File: src/rtl/nav_input_sequencer.sv
// Button synchroniser/debouncer and one-command-per-press sequencer with a held-chord game reset.
// Optional auto-repeat while a single button stays held is enabled by defining NAV_AUTOREPEAT_EN.
module nav_input_sequencer #(
    parameter int unsigned DEBOUNCE_CYCLES = 50000,
    parameter int unsigned HOLD_CYCLES     = 50000000,
    parameter int unsigned REPEAT_CYCLES   = 12500000
) (
    input  logic       clock,
    input  logic       reset,
    input  logic [3:0] buttons,
    input  logic       busy,
    output logic [2:0] direction,
    output logic       move,
    output logic       game_reset,
    output logic       pending
);

    localparam int unsigned DbWidth   = $clog2(DEBOUNCE_CYCLES) + 1;
    localparam int unsigned HoldWidth = $clog2(HOLD_CYCLES) + 1;
    localparam logic [DbWidth-1:0]   DbLast   = DbWidth'(DEBOUNCE_CYCLES - 1);
    localparam logic [HoldWidth-1:0] HoldLast = HoldWidth'(HOLD_CYCLES - 1);

    typedef enum logic [1:0] {StIdle, StIssue, StChord, StWaitRel} state_e;

    logic [3:0]           sync1_q, sync2_q, samp_q, stable_q;
    logic [DbWidth-1:0]   db_cnt_q;
    state_e               state_q, state_d;
    logic [2:0]           cmd_q, cmd_d;
    logic [HoldWidth-1:0] hold_q, hold_d;
    logic [2:0]           direction_q, direction_d;
    logic                 move_q, move_d;
    logic                 game_reset_q, game_reset_d;
    logic                 pending_q, pending_d;
    logic [2:0]           press_code;

`ifdef NAV_AUTOREPEAT_EN
    localparam int unsigned RepWidth = $clog2(REPEAT_CYCLES) + 1;
    localparam logic [RepWidth-1:0] RepLast = RepWidth'(REPEAT_CYCLES - 1);
    logic [RepWidth-1:0] rep_q, rep_d;
`endif

    // Debounce counter saturates at DbLast; stable keeps refreshing while the input stays put.
    always_ff @(posedge clock) begin
        if (!reset) begin
            sync1_q  <= 4'b0000;
            sync2_q  <= 4'b0000;
            samp_q   <= 4'b0000;
            stable_q <= 4'b0000;
            db_cnt_q <= '0;
        end else begin
            sync1_q <= buttons;
            sync2_q <= sync1_q;
            samp_q  <= sync2_q;
            if (sync2_q != samp_q) begin
                db_cnt_q <= '0;
            end else if (db_cnt_q == DbLast) begin
                stable_q <= samp_q;
            end else begin
                db_cnt_q <= db_cnt_q + 1'b1;
            end
        end
    end

    always_comb begin
        case (stable_q)
            4'b0001: press_code = 3'd1;
            4'b0010: press_code = 3'd2;
            4'b0100: press_code = 3'd0;
            4'b1000: press_code = 3'd3;
            default: press_code = 3'd7;
        endcase
    end

    always_comb begin
        state_d      = state_q;
        cmd_d        = cmd_q;
        hold_d       = '0;
        direction_d  = 3'd7;
        move_d       = 1'b0;
        game_reset_d = 1'b0;
        pending_d    = 1'b0;
`ifdef NAV_AUTOREPEAT_EN
        rep_d        = '0;
`endif
        case (state_q)
            StIdle: begin
                if (press_code != 3'd7) begin
                    cmd_d       = press_code;
                    direction_d = press_code;
                    state_d     = StIssue;
                end else if (stable_q == 4'b1111) begin
                    state_d = StChord;
                end
            end
            StIssue: begin
                direction_d = cmd_q;
                if (busy) begin
                    pending_d = 1'b1;
                end else begin
                    move_d  = 1'b1;
                    state_d = StWaitRel;
                end
            end
            StChord: begin
                if (stable_q != 4'b1111) begin
                    state_d = StWaitRel;
                end else if (hold_q == HoldLast) begin
                    game_reset_d = 1'b1;
                    state_d      = StWaitRel;
                end else begin
                    hold_d = hold_q + 1'b1;
                end
            end
            StWaitRel: begin
                if (stable_q == 4'b0000) begin
                    state_d = StIdle;
                end
`ifdef NAV_AUTOREPEAT_EN
                // Same single button still held: count towards the next repeat.
                else if (press_code == cmd_q) begin
                    if (rep_q == RepLast) begin
                        direction_d = cmd_q;
                        state_d     = StIssue;
                    end else begin
                        rep_d = rep_q + 1'b1;
                    end
                end
`endif
            end
            default: state_d = StIdle;
        endcase
    end

    always_ff @(posedge clock) begin
        if (!reset) begin
            state_q      <= StIdle;
            cmd_q        <= 3'd7;
            hold_q       <= '0;
            direction_q  <= 3'd7;
            move_q       <= 1'b0;
            game_reset_q <= 1'b0;
            pending_q    <= 1'b0;
`ifdef NAV_AUTOREPEAT_EN
            rep_q        <= '0;
`endif
        end else begin
            state_q      <= state_d;
            cmd_q        <= cmd_d;
            hold_q       <= hold_d;
            direction_q  <= direction_d;
            move_q       <= move_d;
            game_reset_q <= game_reset_d;
            pending_q    <= pending_d;
`ifdef NAV_AUTOREPEAT_EN
            rep_q        <= rep_d;
`endif
        end
    end

    assign direction  = direction_q;
    assign move       = move_q;
    assign game_reset = game_reset_q;
    assign pending    = pending_q;

endmodule

File: config.mk
export PLATFORM = sky130hd
export DESIGN_NAME = nav_input_sequencer
export DESIGN_NICKNAME = d
export VERILOG_FILES = /design/src/rtl/nav_input_sequencer.sv
export SDC_FILE = /design/constraint.sdc
export NUM_CORES = 1
export LEC_CHECK = 0
export ABC_CLOCK_PERIOD_IN_PS = 4800
export BUFFER_PORTS_ARGS = -buffer_cell sky130_fd_sc_hd__buf_2
export CELL_PAD_IN_SITES_DETAIL_PLACEMENT = 1
export CELL_PAD_IN_SITES_GLOBAL_PLACEMENT = 1
export CORE_MARGIN = 4
export CORE_UTILIZATION = 40
export CTS_BUF_LIST = sky130_fd_sc_hd__clkbuf_8
export CTS_CLUSTER_SIZE = 40
export DETAILED_ROUTE_END_ITERATION = 8
export PLACE_DENSITY_LB_ADDON = 0.1
export SETUP_SLACK_MARGIN = 0.3
export SLEW_MARGIN = 30
export SYNTH_ARGS = -nofsm -noshare
export SYNTH_HDL_FRONTEND = slang
export SYNTH_SLANG_ARGS = --single-unit
export TNS_END_PERCENT = 10
File: constraint.sdc
create_clock -name clock -period 4.8 [get_ports clock]
set_input_delay 1.2 -clock clock [delete_from_list [all_inputs] [get_ports clock]]
set_output_delay 1.2 -clock clock [all_outputs]
set_load 0.02 [all_outputs]
==> summary.md <==
| Metric | Value |
|---|---|
| Hold slack | `0.437 ns` |
| Sequential-to-total area share from yosys stat | `47.1%` |
| Crit. path cell count | `6` |
| Status | `complete, no violations` |
| Fin crit share | `45.7%` |
| Crit path buf inv count | `0` |
| Post-cts sizing count | `0` |
| Final wirelength | `5730 microns` |
| Post-layout instance area | `0.00336 sq mm` |
| RSZ-0062 raised after global routing | `false` |
| Max VDD drop | `0.171 mV` |
| Vias in the first global route | `2217` |
| Top delay family on crit path | `simple AND/OR/NAND/NOR gates` |
| Pleak | `1.16 nW` |
| Layout cells sized above 1 | `9.46%` |
| Syn nets | `346` |
| Grt ovf | `0` |
| Setup crit start kind | `flip-flop` |
| CTS tree | `yes` |
| Worst hold-check path type | `reg -> reg` |
| Dominant cell type by area after synthesis | `dfxtp_1` |
| N_diodes | `0` |
| CTS H-tree depth | `3` |
| Crit path kind | `reg -> reg` |
| Post-synth cell types | `34` |
| Yosys top cell area share | `47.1%` |
| FF-to-FF End | `hold_q[14]` |
| DR pass1 iterations | `4` |
| Layout area overhead | `11.4%` |
| # fillers | `890` |
| CP endpoint | `hold_q[14]` |
| Largest net degree at the start of global routing | `30` |
| CTS Buf Count | `9` |
| First-pass GRT wire length | `10100 microns` |
| Synth top area cells | `dfxtp_1 (47%), xor2_1 (8.1%), nor2_1 (5.7%)` |
| Root buf cell | `clkbuf_8` |
| Crit path from | `hold_q[0]` |
| CORE AREA | `0.00729 sq mm` |
| Port bufs | `12` |
| Most instantiated cells after synthesis | `dfxtp_1 (71), nor2_1 (46), xor2_1 (28)` |
| Drt drc | `0` |
| Crit-path cells | `ha_1 -> nand2_1 -> or3_1 -> or4_4 -> nand3_2 -> nor2_1` |
| WP data required | `5.01 ns` |
| GRT Total Usage | `14.4%` |
| Worst-margin pin slew | `0.856 ns` |
| Final hold violations | `0` |
| Commonest register cell after synthesis | `dfxtp_1` |
| Die Span X | `94.8 microns` |
| Syn Area/Cell | `9.06 sq um` |
| Critical path endpoint category | `flip-flop` |
| Fmax achieved | `456 MHz` |
| Setup TNS | `0 ns` |
| Post-CTS Setup Repair Bufs | `0` |
| Final HPWL DP | `4010 microns` |
| Slew HR | `42.4%` |
| Hold Buf Count CTS | `0` |
| Syn. warnings | `0` |
| Most frequent cell after synthesis | `dfxtp_1` |
| Initial antenna violation count | `0` |
| Clk_skew | `0.00751 ns` |
| Pins over their slew limit | `0` |
| Clock Tree Buf Depth | `2` |
| Pwr dens | `351 mW/mm^2` |
| FF/Latch Area | `0.00142 sq mm` |
| CP max FO | `25` |
| EDFF count, synth | `0` |
| DR iter-0 viols | `51` |
| Die area | `0.00899 sq mm` |
| Crit-path slowest cell | `or4_4` |
| I/O pins | `13` |
| Wirelength per Cell | `12.8 microns` |
| R2R Path Start | `hold_q[0]` |
| Worst-path clk slew | `0.08 ns` |
| Worst skew pair latency | `0.34 ns` |
| Die height | `94.8 microns` |
| Endpoints failing setup | `0` |
| Clock sinks | `71` |
| Post-DR vias/cell | `4.94` |
| GPL Wtd Cong | `0.720` |
| CP peak stage delay | `0.55 ns` |
| Synthesized area | `0.00302 sq mm` |
| Multi-input gate area | `0.00153 sq mm` |
| Ys async rst share | `0%` |
| Reg2reg setup slack | `2.61 ns` |
| Worst r2r path cells | `6` |
| Max Cap Viol | `0` |
| Row count | `31` |
| Time the worst path needs with I/O delays and setup | `2.19 ns` |
| Final #Nets | `357` |
| Syn Inst Count | `333` |
| Via Count | `2213` |
| Antenna-violating nets left | `0` |
| Placed cell area | `0.00315 sq mm` |
| Synth Register Bits | `71` |
| WP data arrival | `2.40 ns` |
| Initial Utilization | `41.4%` |
==> logic make-up (layout without fill, tap and decap cells) <==
kind of cell	after synthesis	count (layout)	share of synthesized area, %
mux	9	9	2.99
simple gates	163	163	27.9
compound gates	21	21	4.48
buf+inv	20	36	2.57
xor+xnor	43	43	12.5
fa+ha+maj	6	6	2.49
flops	71	71	47.1
==> per-layer routing <==
layer  global-route usage [%]  vias up  wire length (microns)
met5                        0        -                      0
met4                     4.33        0                     70
met3                     5.10        5                    166
met2                     23.2       17                   2620
met1                     18.2     1035                   2880
li1                         -     1156                      -
==> how the worst min path moves through the flow <==
stage,cells after the start,from,end
floorplan,1,sync1_q[0],sync2_q[0]
global placement,1,sync1_q[1],sync2_q[1]
detailed placement,1,sync1_q[1],sync2_q[1]
CTS,1,sync1_q[1],sync2_q[1]
global route,1,sync1_q[1],sync2_q[1]
finish,1,sync1_q[1],sync2_q[1]
==> layout make-up <==
class / count / area share, %
clock inverter: 7 / 2.20
timing repair buffer: 12 / 1.79
multi-input combinational: 242 / 45.5
tap: 99 / 3.69
sequential: 71 / 42.3
clock buffer: 9 / 3.69
inverter: 8 / 0.894
==> cells in the final DEF (no fill, tap or decap), types with 2 or more instances in the layout <==
cell type / instances
and3_1: 9
nor3_1: 5
ha_1: 6
nor2b_1: 4
nand2b_1: 2
dfxtp_1: 71
nor2_1: 46
a21oi_1: 6
mux2i_1: 9
clkinvlp_4: 4
a221o_1: 2
o211ai_1: 2
and2_1: 14
nand2_1: 26
clkbuf_8: 9
nand3_1: 14
xor2_1: 28
o21ai_0: 7
xnor2_1: 15
or4_1: 2
buf_2: 12
inv_1: 8
or3_1: 7
nor4_1: 8
nand4_1: 14
and4_1: 5
==> power by group <==
part	internal (mW)	switching [mW]
logic	0.0425	0.0570
clock network	0.239	0.224
registers	0.606	0.0102
==> sequential cells by signal, summed over array words and instances (netlist names) <==
register    flops
state_q         2
hold_q         27
sync1_q         4
stable_q        4
samp_q          4
pending         1
sync2_q         4
move            1
game_reset      1
db_cnt_q       17
cmd_q           3
direction       3
==> stage by stage <==
stage | cells | util (%) | power [mW] | setup WS, ns
finish | 448 | 46.1 | 1.18 | 2.61
global route | 448 | 46.1 | 1.25 | 2.39
CTS | 448 | 46.0 | 1.21 | 2.21
detailed placement | 432 | 43.2 | 0.731 | 1.99
global placement | 432 | 43.2 | 0.730 | 2.04
floorplan | 333 | - | 0.704 | 2.78
No activity file was read; power rests on OpenSTA's default activity.
